## src/rtl/instr_controller.sv

```systemverilog
// Sequencing controller for the 10-bit datapath: latches an instruction on EXEC and
// drives one-hot register, bus and ALU controls per timestep of the upstream counter.
module instr_controller (
    input  logic       CLKb,
    input  logic       CLR,
    input  logic       EXEC,
    input  logic [9:0] DIN,
    input  logic [1:0] T,
    output logic       CLR_T,
    output logic       BUSY,
    output logic       IR_en,
    output logic [3:0] Rin,
    output logic [3:0] Rout,
    output logic       A_en,
    output logic       G_en,
    output logic       G_out,
    output logic       Ext_out,
    output logic       ALU_sub,
    output logic       DONE,
    output logic       ILLEGAL
);

    typedef enum logic [0:0] {
        StIdle,
        StExec
    } state_e;

    localparam logic [3:0] OpLoad = 4'b0000;
    localparam logic [3:0] OpMov  = 4'b0001;
    localparam logic [3:0] OpAdd  = 4'b0010;
    localparam logic [3:0] OpSub  = 4'b0011;

    state_e     state_q, state_d;
    logic [9:0] ir_q, ir_d;

    logic [3:0] opcode;
    logic [3:0] rx_oh;
    logic [3:0] ry_oh;
    logic       unused_ir;

    function automatic logic [3:0] dec_sel(input logic [1:0] sel);
        logic [3:0] oh;
        unique case (sel)
            2'd0: oh = 4'b0001;
            2'd1: oh = 4'b0010;
            2'd2: oh = 4'b0100;
            2'd3: oh = 4'b1000;
            default: oh = 4'b0000;
        endcase
        return oh;
    endfunction

    assign opcode    = ir_q[9:6];
    assign rx_oh     = dec_sel(ir_q[5:4]);
    assign ry_oh     = dec_sel(ir_q[3:2]);
    assign unused_ir = ^ir_q[1:0];

    // State register; updates on the falling edge to line up with the timestep counter.
    always_ff @(negedge CLKb) begin
        if (CLR) begin
            state_q <= StIdle;
            ir_q    <= '0;
        end else begin
            state_q <= state_d;
            ir_q    <= ir_d;
        end
    end

    always_comb begin
        state_d = state_q;
        ir_d    = ir_q;
        unique case (state_q)
            StIdle: begin
                if (EXEC) begin
                    state_d = StExec;
                    ir_d    = DIN;
                end
            end
            StExec: begin
                if (DONE) begin
                    state_d = StIdle;
                end
            end
            default: state_d = StIdle;
        endcase
    end

    assign BUSY  = (state_q == StExec);
    assign CLR_T = (state_q == StIdle);

    always_comb begin
        IR_en   = 1'b0;
        Rin     = 4'b0000;
        Rout    = 4'b0000;
        A_en    = 1'b0;
        G_en    = 1'b0;
        G_out   = 1'b0;
        Ext_out = 1'b0;
        ALU_sub = 1'b0;
        DONE    = 1'b0;
        ILLEGAL = 1'b0;
        if (!CLR) begin
            unique case (state_q)
                StIdle: IR_en = EXEC;
                StExec: begin
                    // T=3 can only mean the counter ran past the instruction: abort it.
                    if (T == 2'd3) begin
                        DONE    = 1'b1;
                        ILLEGAL = 1'b1;
                    end else begin
                        case (opcode)
                            OpLoad: begin
                                if (T == 2'd0) begin
                                    Ext_out = 1'b1;
                                    Rin     = rx_oh;
                                    DONE    = 1'b1;
                                end
                            end
                            OpMov: begin
                                if (T == 2'd0) begin
                                    Rout = ry_oh;
                                    Rin  = rx_oh;
                                    DONE = 1'b1;
                                end
                            end
                            OpAdd, OpSub: begin
                                unique case (T)
                                    2'd0: begin
                                        Rout = rx_oh;
                                        A_en = 1'b1;
                                    end
                                    2'd1: begin
                                        Rout    = ry_oh;
                                        G_en    = 1'b1;
                                        ALU_sub = (opcode == OpSub);
                                    end
                                    2'd2: begin
                                        G_out = 1'b1;
                                        Rin   = rx_oh;
                                        DONE  = 1'b1;
                                    end
                                    default: ;
                                endcase
                            end
                            default: begin
                                if (T == 2'd0) begin
                                    DONE    = 1'b1;
                                    ILLEGAL = 1'b1;
                                end
                            end
                        endcase
                    end
                end
                default: ;
            endcase
        end
    end

endmodule

```

## config.mk

```make
export PLATFORM = sky130hd
export DESIGN_NAME = instr_controller
export DESIGN_NICKNAME = d
export VERILOG_FILES = /design/src/rtl/instr_controller.sv
export SDC_FILE = /design/constraint.sdc
export NUM_CORES = 1
export LEC_CHECK = 0
export BUFFER_PORTS_ARGS = -buffer_cell sky130_fd_sc_hd__buf_2
export CAP_MARGIN = 5
export CORE_MARGIN = 4
export CORE_UTILIZATION = 43
export CTS_CLUSTER_DIAMETER = 50
export DETAILED_ROUTE_END_ITERATION = 8
export GPL_TIMING_DRIVEN = 0
export PLACE_DENSITY = 0.77
export SYNTH_ARGS = -nofsm -noshare
export SYNTH_HDL_FRONTEND = slang
export SYNTH_SLANG_ARGS = --single-unit
export TNS_END_PERCENT = 50
```

## constraint.sdc

```tcl
create_clock -name CLKb -period 1.6 [get_ports CLKb]
set_clock_uncertainty 0.1 [all_clocks]
set_input_delay 0.24 -clock CLKb [delete_from_list [all_inputs] [get_ports CLKb]]
set_output_delay 0.24 -clock CLKb [all_outputs]
set_load 0.005 [all_outputs]
```

After elaboration in Yosys (flattened, before gate mapping)
Cells that the tools add are included.
{"block": "classes", "n_eq_ne": 12, "mux": 51, "bitwise": 1, "reduce_logical": 8}
{"operator": "two-way mux 1 bit", "count": 36}
{"operator": "two-way mux 4 bit", "count": 9}
{"operator": "one-hot mux 4 bit (4 select lines)", "count": 2}
{"operator": "one-hot mux 4 bit (2 select lines)", "count": 3}
{"operator": "== test 2 bit, second input constant", "count": 6}
{"operator": "== test 4 x 2 -> 1 bit, second input constant", "count": 2}
{"operator": "== test 2 x 1 -> 1 bit, second input constant", "count": 3}
{"operator": "logical NOT 2 bit", "count": 3}
{"operator": "== test 4 x 1 -> 1 bit, second input constant", "count": 1}
{"operator": "logical NOT 4 bit", "count": 1}
{"operator": "OR reduction 2 bit", "count": 2}
{"operator": "OR reduction 4 bit", "count": 1}
{"operator": "one-hot mux 1 bit (2 select lines)", "count": 1}
{"operator": "AND reduction 2 bit", "count": 1}
{"operator": "NOT 1 bit", "count": 1}
{"block": "word_totals", "ff_bits": 11, "input_bits": 15, "out_inout_bits": 18, "elab_cells": 74}

Depth between registers and ports, before layout
Gate-level depths: netlist of the first run.
{"block": "depth", "word_depth": 8, "depth_mapped": 4, "ltp_nobuf": 3}

==> out/results.txt, run 1 <==
Run status -> finished, violations left
Failing checks -> setup timing
Cts hold-fix bufs -> 0
Top cells by area, synth -> dfxtp_1 (28%), nand2_1 (12%), a21oi_1 (7.8%)
Worst r2r src -> ir_q[9]$_SDFFE_NP0P_
Final HPWL DP -> 1299 um
Layout Nets -> 150
Drt pass-1 iters -> 4
CTS tree -> yes
Flops & latches, synth -> 9
Peak supply drop -> 0.6409 mV
Pre-CTS setup slack -> -0.8504 ns
CP startpoint kind -> register
R2R Setup Slk -> 0.34 ns
Slew Limit Fails -> 0
CP max stage cell -> dfxtp_4
Setup WS post-layout -> -1.235 ns
Worst flop-to-flop path endpoint -> BUSY$_SDFF_NP0_
DR WL/cell -> 12.32 um
Hold Path Depth -> 2
Cell count of the worst reg-to-reg path -> 5
# rows -> 13
P_int -> 434.2 uW
Chip height -> 46.52 um
Synth cell types -> 28
# IOs -> 33
Setup violators final -> 19
Main synth FF type -> dfxtp_1
Final GP Congestion -> 0.7827
Leakage -> 0.0004908 uW
Switching part of the total power -> 34.31%
Initial DRC Count -> 15
Area added between synthesis and finish -> 58.43%
Vias in the first global route -> 697
Via/cell ratio -> 5.302
Worst Path Arrival -> 2.50 ns
Syn_nets -> 104
CP dominant cell by count -> buf_4
Clock transition at path regs -> 0.03 ns
Worst Path Max Fanout -> 3
Clock Tree Buf Depth -> 2
# DRC -> 0
Die area -> 2164 um2
H-tree Lvls -> 1
Final Instance Count excl. Fillers -> 149
Yosys top cell by area -> dfxtp_1
Post-route design area -> 1011 um2
Largest net degree at the start of global routing -> 11
Asr flop ratio synth -> 0%
WP data required -> 1.26 ns
Core Region -> 1350 um2
Yosys warnings -> 0
Antenna violations before repair -> 0
Worst Setup Path Type -> register to primary output
Fill cells -> 120
Num CTS Buffers -> 3
Max incr delay on CP -> 0.34 ns
Yosys top cell area share -> 28.24%
Total wire length -> 1835 um
Delay-heaviest family, CP -> simple AND/OR/NAND/NOR gates
Hold endpoint -> ir_q[5]$_SDFFE_NP0P_
Antenna diodes -> 0
Area after DPL -> 853.3 um2
Share of cells above drive strength 1 -> 45.52%
Avg Cell Area, Syn -> 7.170 um2
Hold WS -> 0.4361 ns
Critical path cell sequence -> nor4b_4 -> buf_4 -> buf_4 -> nand2b_4 -> nor4_2 -> buf_2
NetSw -> 226.8 uW
EDFF count, synth -> 0
First-pass GRT wire length -> 2987 um
RSZ-0062 raised after global routing -> yes
Hold Violations, Final -> 0
Crit. End Element -> primary output
Hold crit path type -> register to register
Min-Delay Startpoint -> ir_q[5]$_SDFFE_NP0P_
Routed Antenna Nets -> 0
Seq pwr share -> 40.0%
Clk pwr share -> 37.6%
Worst-Margin Slew -> 0.4309 ns
Post-Synthesis Cell Area -> 638.1 um2
Die W -> 46.52 um
Total track usage -> 18.69%
CP Buf/Inv Count -> 3
Sink Count -> 9
MaxCap Viol Count -> 0
Grt ovf -> 0
Placed cells -> 133
Buffers added on ports -> 29
Vias -> 790
Post-synthesis sequential area ratio -> 28.24%
Register Area -> 188.9 um2
Root buffer cell -> clkbuf_4
Crit path from -> ir_q[9]$_SDFFE_NP0P_
Worst skew pair latency -> 0.32 ns
Synth Instances -> 89
Area of the multi-input gates -> 510.5 um2
PD cells -> 653.8 nW/um2
Synth top cells by count -> nand2_1 (20), a21oi_1 (10), dfxtp_1 (9)
Max_slew headroom -> 71.27%
Initial Utilization -> 47.27%
Comb pwr share -> 22.4%
Top-count cell post-synth -> nand2_1
## kinds of logic (layout without fill, tap and decap cells)
logic type      after synthesis  after routing  synth area share (%)
simple gates                 48             48                 42.94
compound gates               21             21                 20.98
buf+inv                      10             55                 6.469
flops                         9              9                 28.23
xor+xnor                      1              1                 1.373
## power by group through the flow
stage / combinational [uW] / clock (uW) / sequential (uW)
after global routing: 165 / 287 / 268
after global placement: 115 / 38.5 / 266
after floorplan: 81.2 / 38.5 / 262
after CTS: 135 / 257 / 263
final: 148 / 249 / 264
after detailed placement: 119 / 38.5 / 267
## worst max path at each step
stage | end | cells past startpoint | slack [ns]
2_1_floorplan | Rin[2] | 3 | -0.63
3_3_place_gp | ALU_sub | 5 | -0.81
3_5_place_dp | Rout[0] | 4 | -0.85
4_1_cts | Rout[0] | 4 | -1.17
5_1_grt | Ext_out | 6 | -1.34
6_report | Ext_out | 6 | -1.24
## flip-flops by register name, summed over array words and instances, names as in the netlist
signal and count:
BUSY 1, ir_q 8
## worst min-delay path: stages (launching register included)
cell and delay (ns):
dfxtp_1 0.35, nand2_1 0.08, a21oi_1 0.06
## metrics by stage
| step | util [%] | power, uW | TNS (ns) |
|---|---|---|---|
| floorplan | - | 381.6 | -9.239 |
| global placement | 63.21 | 419.2 | -13.34 |
| detailed placement | 63.21 | 425.0 | -14.08 |
| CTS | 70.99 | 655.2 | -17.41 |
| global route | 74.88 | 719.9 | -18.60 |
| finish | 74.88 | 661.0 | -16.97 |
## metal layers
| layer | global-route usage, % | part of all wire, % |
|---|---|---|
| met1 | 23.15 | 42 |
| met2 | 31.59 | 51 |
| met3 | 3.125 | 7.0 |
| met4 | 7.386 | 0.76 |
| met5 | 0 | 0 |
## cells in the final DEF (no fill, tap or decap)
cell       instances
nand3b_1           2
o2111ai_1          1
clkbuf_2           1
nand2b_4           2
nor3_1             1
or2_2              1
inv_1             12
and3_1             1
nor2b_1            1
nand4bb_1          1
nand3_1            1
a21oi_1           10
nand4b_4           1
xnor2_1            1
buf_2             29
dfxtp_4            2
nand2b_1           3
nor3b_1            1
nor2_1             4
o21a_1             1
o32ai_2            4
and2_1             1
inv_2              1
nor3b_2            3
buf_6              2
clkbuf_1           1
o22a_1             1
nor3_2             1
dfxtp_1            6
nor4_2             1
nor4b_4            1
buf_4              5
nor2_2             1
nor3b_4            1
clkbuf_4           4
dfxtp_2            1
nand2_1           20
a31oi_1            3
o21ai_0            1
## repair_timing
item / in CTS / in global routing
gates resized for setup: 13 / 7
pin swaps: 3 / 5
buffers inserted: 1 / 3
endpoints found under the setup margin: 19 / 20
## final cells by class
type	instances	share of cell area, %
buffer	6	3.960
clock buffer	3	2.228
clock inverter	10	3.713
inverter	3	1.114
multi-input combinational	70	50.50
sequential	9	18.69
tap	15	1.856
timing repair buffer	33	17.95
Note: power is estimated with default switching activity, not from simulation.
==> run 2, diff against run 1 <==
==> constraint.sdc (replaced) <==
create_clock -name CLKb -period 1.6 [get_ports CLKb]
set_clock_uncertainty 0.1 [all_clocks]
set_input_delay 0.32 -clock CLKb [delete_from_list [all_inputs] [get_ports CLKb]]
set_output_delay 0.32 -clock CLKb [all_outputs]
set_load 0.005 [all_outputs]
==> out/results.txt, run 2 (synthesis gave the netlist of run 1 again) <==
Pre-CTS setup slack -> -0.9304 ns (-0.08000 ns)
Chip height -> 46.52 um (unchanged)
Final GP Congestion -> 0.7827 (unchanged)
Core Region -> 1350 um2 (unchanged)
DR WL/cell -> 12.62 um (+2.5%)
Crit path from -> ir_q[9]$_SDFFE_NP0P_
Total wire length -> 1880 um (+2.5%)
Antenna violations before repair -> 0 (unchanged)
Share of cells above drive strength 1 -> 44.78% (-0.75 points)
Delay-heaviest family, CP -> simple AND/OR/NAND/NOR gates
Clock Tree Buf Depth -> 2 (unchanged)
Area after DPL -> 853.3 um2 (unchanged)
Hold WS -> 0.4336 ns (-0.002503 ns)
Pwr Total -> 661.8 uW (+0.13%)
Worst Path Arrival -> 2.45 ns (-0.05 ns)
Final HPWL DP -> 1299 um (unchanged)
Worst Setup Path Type -> register to primary output
Most frequent cells in the layout -> buf_2 (28), nand2_1 (20), inv_1 (12)
Sink Count -> 9 (unchanged)
Root buffer cell -> clkbuf_4
Buffers added on ports -> 29 (unchanged)
Final setup TNS -> -18.44 ns (-1.479 ns)
# DRC -> 0 (unchanged)
Setup WS post-layout -> -1.268 ns (-0.03231 ns)
Leading cell type in the layout, fill and taps excluded -> buf_2
Max incr delay on CP -> 0.34 ns (about the same)
Initial DRC Count -> 19 (+4)
WP data required -> 1.18 ns (-0.08 ns)
Max_slew headroom -> 72.27% (+1.0 points)
Cts hold-fix bufs -> 0 (unchanged)
Routed Antenna Nets -> 0 (unchanged)
Antenna diodes -> 0 (unchanged)
Biggest register -> ir_q
CP max stage cell -> dfxtp_4
H-tree Lvls -> 1 (unchanged)
Drt pass-1 iters -> 4 (unchanged)
RSZ-0062 raised after global routing -> yes
Peak supply drop -> 0.6584 mV (+2.7%)
First-pass GRT wire length -> 3063 um (+2.5%)
Slew Limit Fails -> 0 (unchanged)
Via/cell ratio -> 5.523 (+4.2%)
Largest net degree at the start of global routing -> 11 (unchanged)
Min-Delay Startpoint -> ir_q[5]$_SDFFE_NP0P_
Die W -> 46.52 um (unchanged)
Failing checks -> setup timing
Setup violators final -> 20 (+1)
# rows -> 13 (unchanged)
Leakage -> 0.0004921 uW (+0.27%)
Area added between synthesis and finish -> 58.43% (unchanged)
Die area -> 2164 um2 (unchanged)
Hold Violations, Final -> 0 (unchanged)
Register Area -> 188.9 um2 (unchanged)
Vias in the first global route -> 718 (+3.0%)
Vias -> 823 (+4.2%)
# IOs -> 33 (unchanged)
Worst-Margin Slew -> 0.4159 ns (-0.01500 ns)
Worst Path Max Fanout -> 4 (+1)
CTS tree -> yes
Initial Utilization -> 47.27% (unchanged)
Hold crit path type -> register to register
Layout Nets -> 150 (unchanged)
Area of the multi-input gates -> 508.0 um2 (-0.49%)
CP Buf/Inv Count -> 2 (-1)
Post-route design area -> 1011 um2 (unchanged)
Crit. End Element -> primary output
CP startpoint kind -> register
Worst r2r src -> ir_q[9]$_SDFFE_NP0P_
Critical path cell sequence -> nor4b_4 -> buf_4 -> nand4b_4 -> o32ai_2 -> buf_2
Fill cells -> 120 (unchanged)
Clock transition at path regs -> 0.03 ns (about the same)
Worst skew pair latency -> 0.32 ns (about the same)
Run status -> finished, violations left
Grt ovf -> 0 (unchanged)
Largest register FFs -> 8 (unchanged)
Num CTS Buffers -> 3 (unchanged)
Total track usage -> 19.24% (+0.55 points)
MaxCap Viol Count -> 0 (unchanged)
PD cells -> 654.6 nW/um2 (+0.13%)
==> run 2: cell counts in the layout (fill, tap and decap cells not counted) <==
Identical to the previous run, type by type.
==> run 2: metal layers <==
metal | vias up | wire length (um) | GRT usage [%] | part of all wire [%]
met5 | - | 0 | 0 | 0
met4 | 0 | 17 | 7.386 | 0.90
met3 | 2 | 140 | 3.125 | 7.4
met2 | 34 | 935 | 32.69 | 50
met1 | 381 | 786 | 23.84 | 42
li1 | 406 | - | - | -
==> run 2: final timing paths <==
kind | cells after the start | slack [ns] | endpoint
worst max-delay path | 5 | -1.27 | Rout[0]
worst min-delay path | 2 | 0.43 | ir_q[5]$_SDFFE_NP0P_
worst max register to register | 5 | 0.34 | BUSY$_SDFF_NP0_
worst min register to register | 2 | 0.43 | ir_q[5]$_SDFFE_NP0P_
==> run 2: worst reg2reg max path, cell delays in order (launching register included) <==
cell and delay (ns):
dfxtp_4 0.34, buf_4 0.15, nor3b_4 0.19, buf_4 0.13, o2111ai_1 0.12, a21oi_1 0.15
==> run 2: where the power goes <==
| part | leakage, uW | internal, uW | switching, uW | total (uW) |
|---|---|---|---|---|
| Sequential | 0.0000757 | 241 | 23.9 | 265 |
| Clock | 0.0000671 | 120 | 129 | 248 |
| Combinational | 0.000349 | 74.9 | 74.3 | 149 |
| Total | 0.000492 | 435 | 227 | 662 |
==> run 2: what timing repair did <==
action	4_1_cts	5_1_grt
pin swaps	3	4
setup buffers	1	3
gates resized for setup	14	6
endpoints found under the setup margin	20	27
==> run 2: layout make-up <==
type / count / area share [%]
Tap cell: 15 / 1.856
Clock inverter: 10 / 3.713
Buffer: 6 / 4.208
Multi-Input combinational cell: 70 / 50.25
Inverter: 3 / 1.114
Timing Repair Buffer: 33 / 17.95
Clock buffer: 3 / 2.228
Sequential cell: 9 / 18.69
==> run 2: per-stage QoR <==
| step | instances | utilization, % |
|---|---|---|
| after floorplan | 89 | - |
| after global placement | 133 | 63.21 |
| after detailed placement | 133 | 63.21 |
| after CTS | 146 | 70.90 |
| after global routing | 149 | 74.88 |
| final | 149 | 74.88 |
==> run 3, diff against run 2 <==
==> constraint.sdc (replaced) <==
create_clock -name CLKb -period 1.6 [get_ports CLKb]
set_clock_uncertainty 0.1 [all_clocks]
set_input_delay 0.16 -clock CLKb [delete_from_list [all_inputs] [get_ports CLKb]]
set_output_delay 0.16 -clock CLKb [all_outputs]
set_load 0.05 [all_outputs]
==> out/results.txt, run 3 (synthesis gave the netlist of run 1 again) <==
Buffers added on ports -> 29 (unchanged)
Worst Path Arrival -> 2.64 ns (+0.19 ns)
DR WL/cell -> 18.99 um (+50%)
RSZ-0062 raised after global routing -> yes
Die area -> 2164 um2 (unchanged)
Area after DPL -> 945.9 um2 (+11%)
Worst skew pair latency -> 0.38 ns (+0.06 ns)
Peak supply drop -> 0.7527 mV (+14%)
Grt ovf -> 0 (unchanged)
Setup violators final -> 19 (-5.0%)
Via/cell ratio -> 6.162 (+12%)
Core Region -> 1350 um2 (unchanged)
Post-route design area -> 1290 um2 (+28%)
Setup WS post-layout -> -1.303 ns (-0.03590 ns)
WP data required -> 1.34 ns (+0.16 ns)
Antenna violations before repair -> 0 (unchanged)
Final HPWL DP -> 1285 um (-1.1%)
Run status -> finished, violations left
Cell count of the worst reg-to-reg path -> 4 (-1)
Layout Nets -> 155 (+3.3%)
Pwr Total -> 960.0 uW (+45%)
# DRC -> 0 (unchanged)
Max_slew headroom -> 64.39% (-7.9 points)
Delay-heaviest family, CP -> flip-flops
Total track usage -> 23.59% (+4.4 points)
Cts hold-fix bufs -> 0 (unchanged)
First-pass GRT wire length -> 3691 um (+21%)
Crit. End Element -> primary output
Clock Tree Buf Depth -> 2 (unchanged)
Root buffer cell -> clkbuf_4
Sink Count -> 9 (unchanged)
Pre-CTS setup slack -> -1.138 ns (-0.2075 ns)
CP startpoint kind -> register
Fill cells -> 32 (-73%)
Antenna diodes -> 0 (unchanged)
Largest register FFs -> 8 (unchanged)
Leakage -> 0.0005479 uW (+11%)
Initial DRC Count -> 34 (+15)
Hold crit path type -> register to register
Routed Antenna Nets -> 0 (unchanged)
Chip height -> 46.52 um (unchanged)
Worst Path Max Fanout -> 7 (+3)
Hold Path Depth -> 2 (unchanged)
Slew Limit Fails -> 0 (unchanged)
Hold endpoint -> ir_q[8]$_SDFFE_NP0P_
Clock transition at path regs -> 0.07 ns (+0.04 ns)
Final GP Congestion -> 0.7809 (-0.23%)
Initial Utilization -> 47.27% (unchanged)
Failing checks -> setup timing
CTS tree -> yes
H-tree Lvls -> 1 (unchanged)
Worst-Margin Slew -> 0.5341 ns (+0.1182 ns)
Worst Setup Path Type -> register to primary output
CP Buf/Inv Count -> 2 (unchanged)
MaxCap Viol Count -> 0 (unchanged)
Drt pass-1 iters -> 4 (unchanged)
R2R Setup Slk -> 0.34 ns (about the same)
Area added between synthesis and finish -> 102.2%
Critical path cell sequence -> nor4b_4 -> buf_4 -> nand4b_4 -> o32ai_4 -> buf_6
Share of cells above drive strength 1 -> 50.36% (+5.6 points)
CP max stage cell -> dfxtp_4
Die W -> 46.52 um (unchanged)
Largest net degree at the start of global routing -> 11 (unchanged)
Vias in the first global route -> 838 (+17%)
Worst r2r src -> ir_q[7]$_SDFFE_NP0P_
Biggest register -> ir_q
Total wire length -> 2924 um (+56%)
# rows -> 13 (unchanged)
Min-Delay Startpoint -> ir_q[8]$_SDFFE_NP0P_
Max incr delay on CP -> 0.40 ns (+0.06 ns)
Worst flop-to-flop path endpoint -> BUSY$_SDFF_NP0_
PD cells -> 744.2 nW/um2 (+14%)
Most frequent cells in the layout -> nand2_1 (20), buf_6 (16), buf_2 (12)
Hold Violations, Final -> 0 (unchanged)
Vias -> 949 (+15%)
Leading cell type in the layout, fill and taps excluded -> nand2_1
Final setup TNS -> -19.36 ns (-0.9158 ns)
Num CTS Buffers -> 3 (unchanged)
# IOs -> 33 (unchanged)
[run 3: timing repair]
| action | 4_1_cts | 5_1_grt |
|---|---|---|
| gates resized for setup | 52 | 10 |
| hold endpoints to repair | 0 | 0 |
| setup buffers | 5 | 4 |
| pin swaps | 8 | 2 |
| setup endpoints to repair | 19 | 19 |
[run 3: area by class of cell]
cell class / count / area (um2) / share of cell area, %
Multi-Input combinational cell: 70 / 605.6 / 46.94
Timing Repair Buffer: 38 / 332.8 / 25.80
Sequential cell: 9 / 191.4 / 14.84
Clock inverter: 10 / 63.81 / 4.947
Buffer: 6 / 43.79 / 3.395
Clock buffer: 3 / 22.52 / 1.746
Tap cell: 15 / 18.77 / 1.455
Inverter: 3 / 11.26 / 0.8729
[run 3: metrics by stage]
step / hold slack (ns) / cells / utilization, %
2_1_floorplan: 0.3967 / 89 / -
3_5_place_dp: 0.4388 / 133 / 70.06
4_1_cts: 0.4074 / 150 / 90.64
6_report: 0.4256 / 154 / 95.55
5_1_grt: 0.4639 / 154 / 95.55
3_3_place_gp: 0.4205 / 133 / 70.06
[run 3: worst max path at each step]
| stage | from | end | slack [ns] | cells after the start |
|---|---|---|---|---|
| 2_1_floorplan | BUSY$_SDFF_NP0_ | Rin[2] | -1.09 | 3 |
| 3_3_place_gp | ir_q[9]$_SDFFE_NP0P_ | Rout[2] | -1.09 | 4 |
| 3_5_place_dp | ir_q[9]$_SDFFE_NP0P_ | Rout[0] | -1.14 | 4 |
| 5_1_grt | BUSY$_SDFF_NP0_ | Rout[0] | -1.37 | 5 |
| 4_1_cts | ir_q[9]$_SDFFE_NP0P_ | Rout[0] | -1.19 | 5 |
| 6_report | BUSY$_SDFF_NP0_ | Rout[0] | -1.30 | 5 |
[run 3: routing by layer]
layer / global-route usage, % / part of all wire, % / up-vias
li1: - / - / 414
met1: 28.04 / 38 / 460
met2: 41.76 / 49 / 58
met3: 4.297 / 8.8 / 17
met4: 7.955 / 4.2 / 0
met5: 0 / 0 / -
[run 3: worst reg2reg max path, stage by stage (launching register included)]
cell,delay (ns)
dfxtp_1,0.36
buf_6,0.16
nor3b_4,0.22
o2111ai_1,0.17
a21oi_1,0.19
[run 3: where the power goes]
part,internal (uW),total (uW),switching [uW]
Combinational,93.6,222,129
Clock,284,467,184
Sequential,239,270,31.3
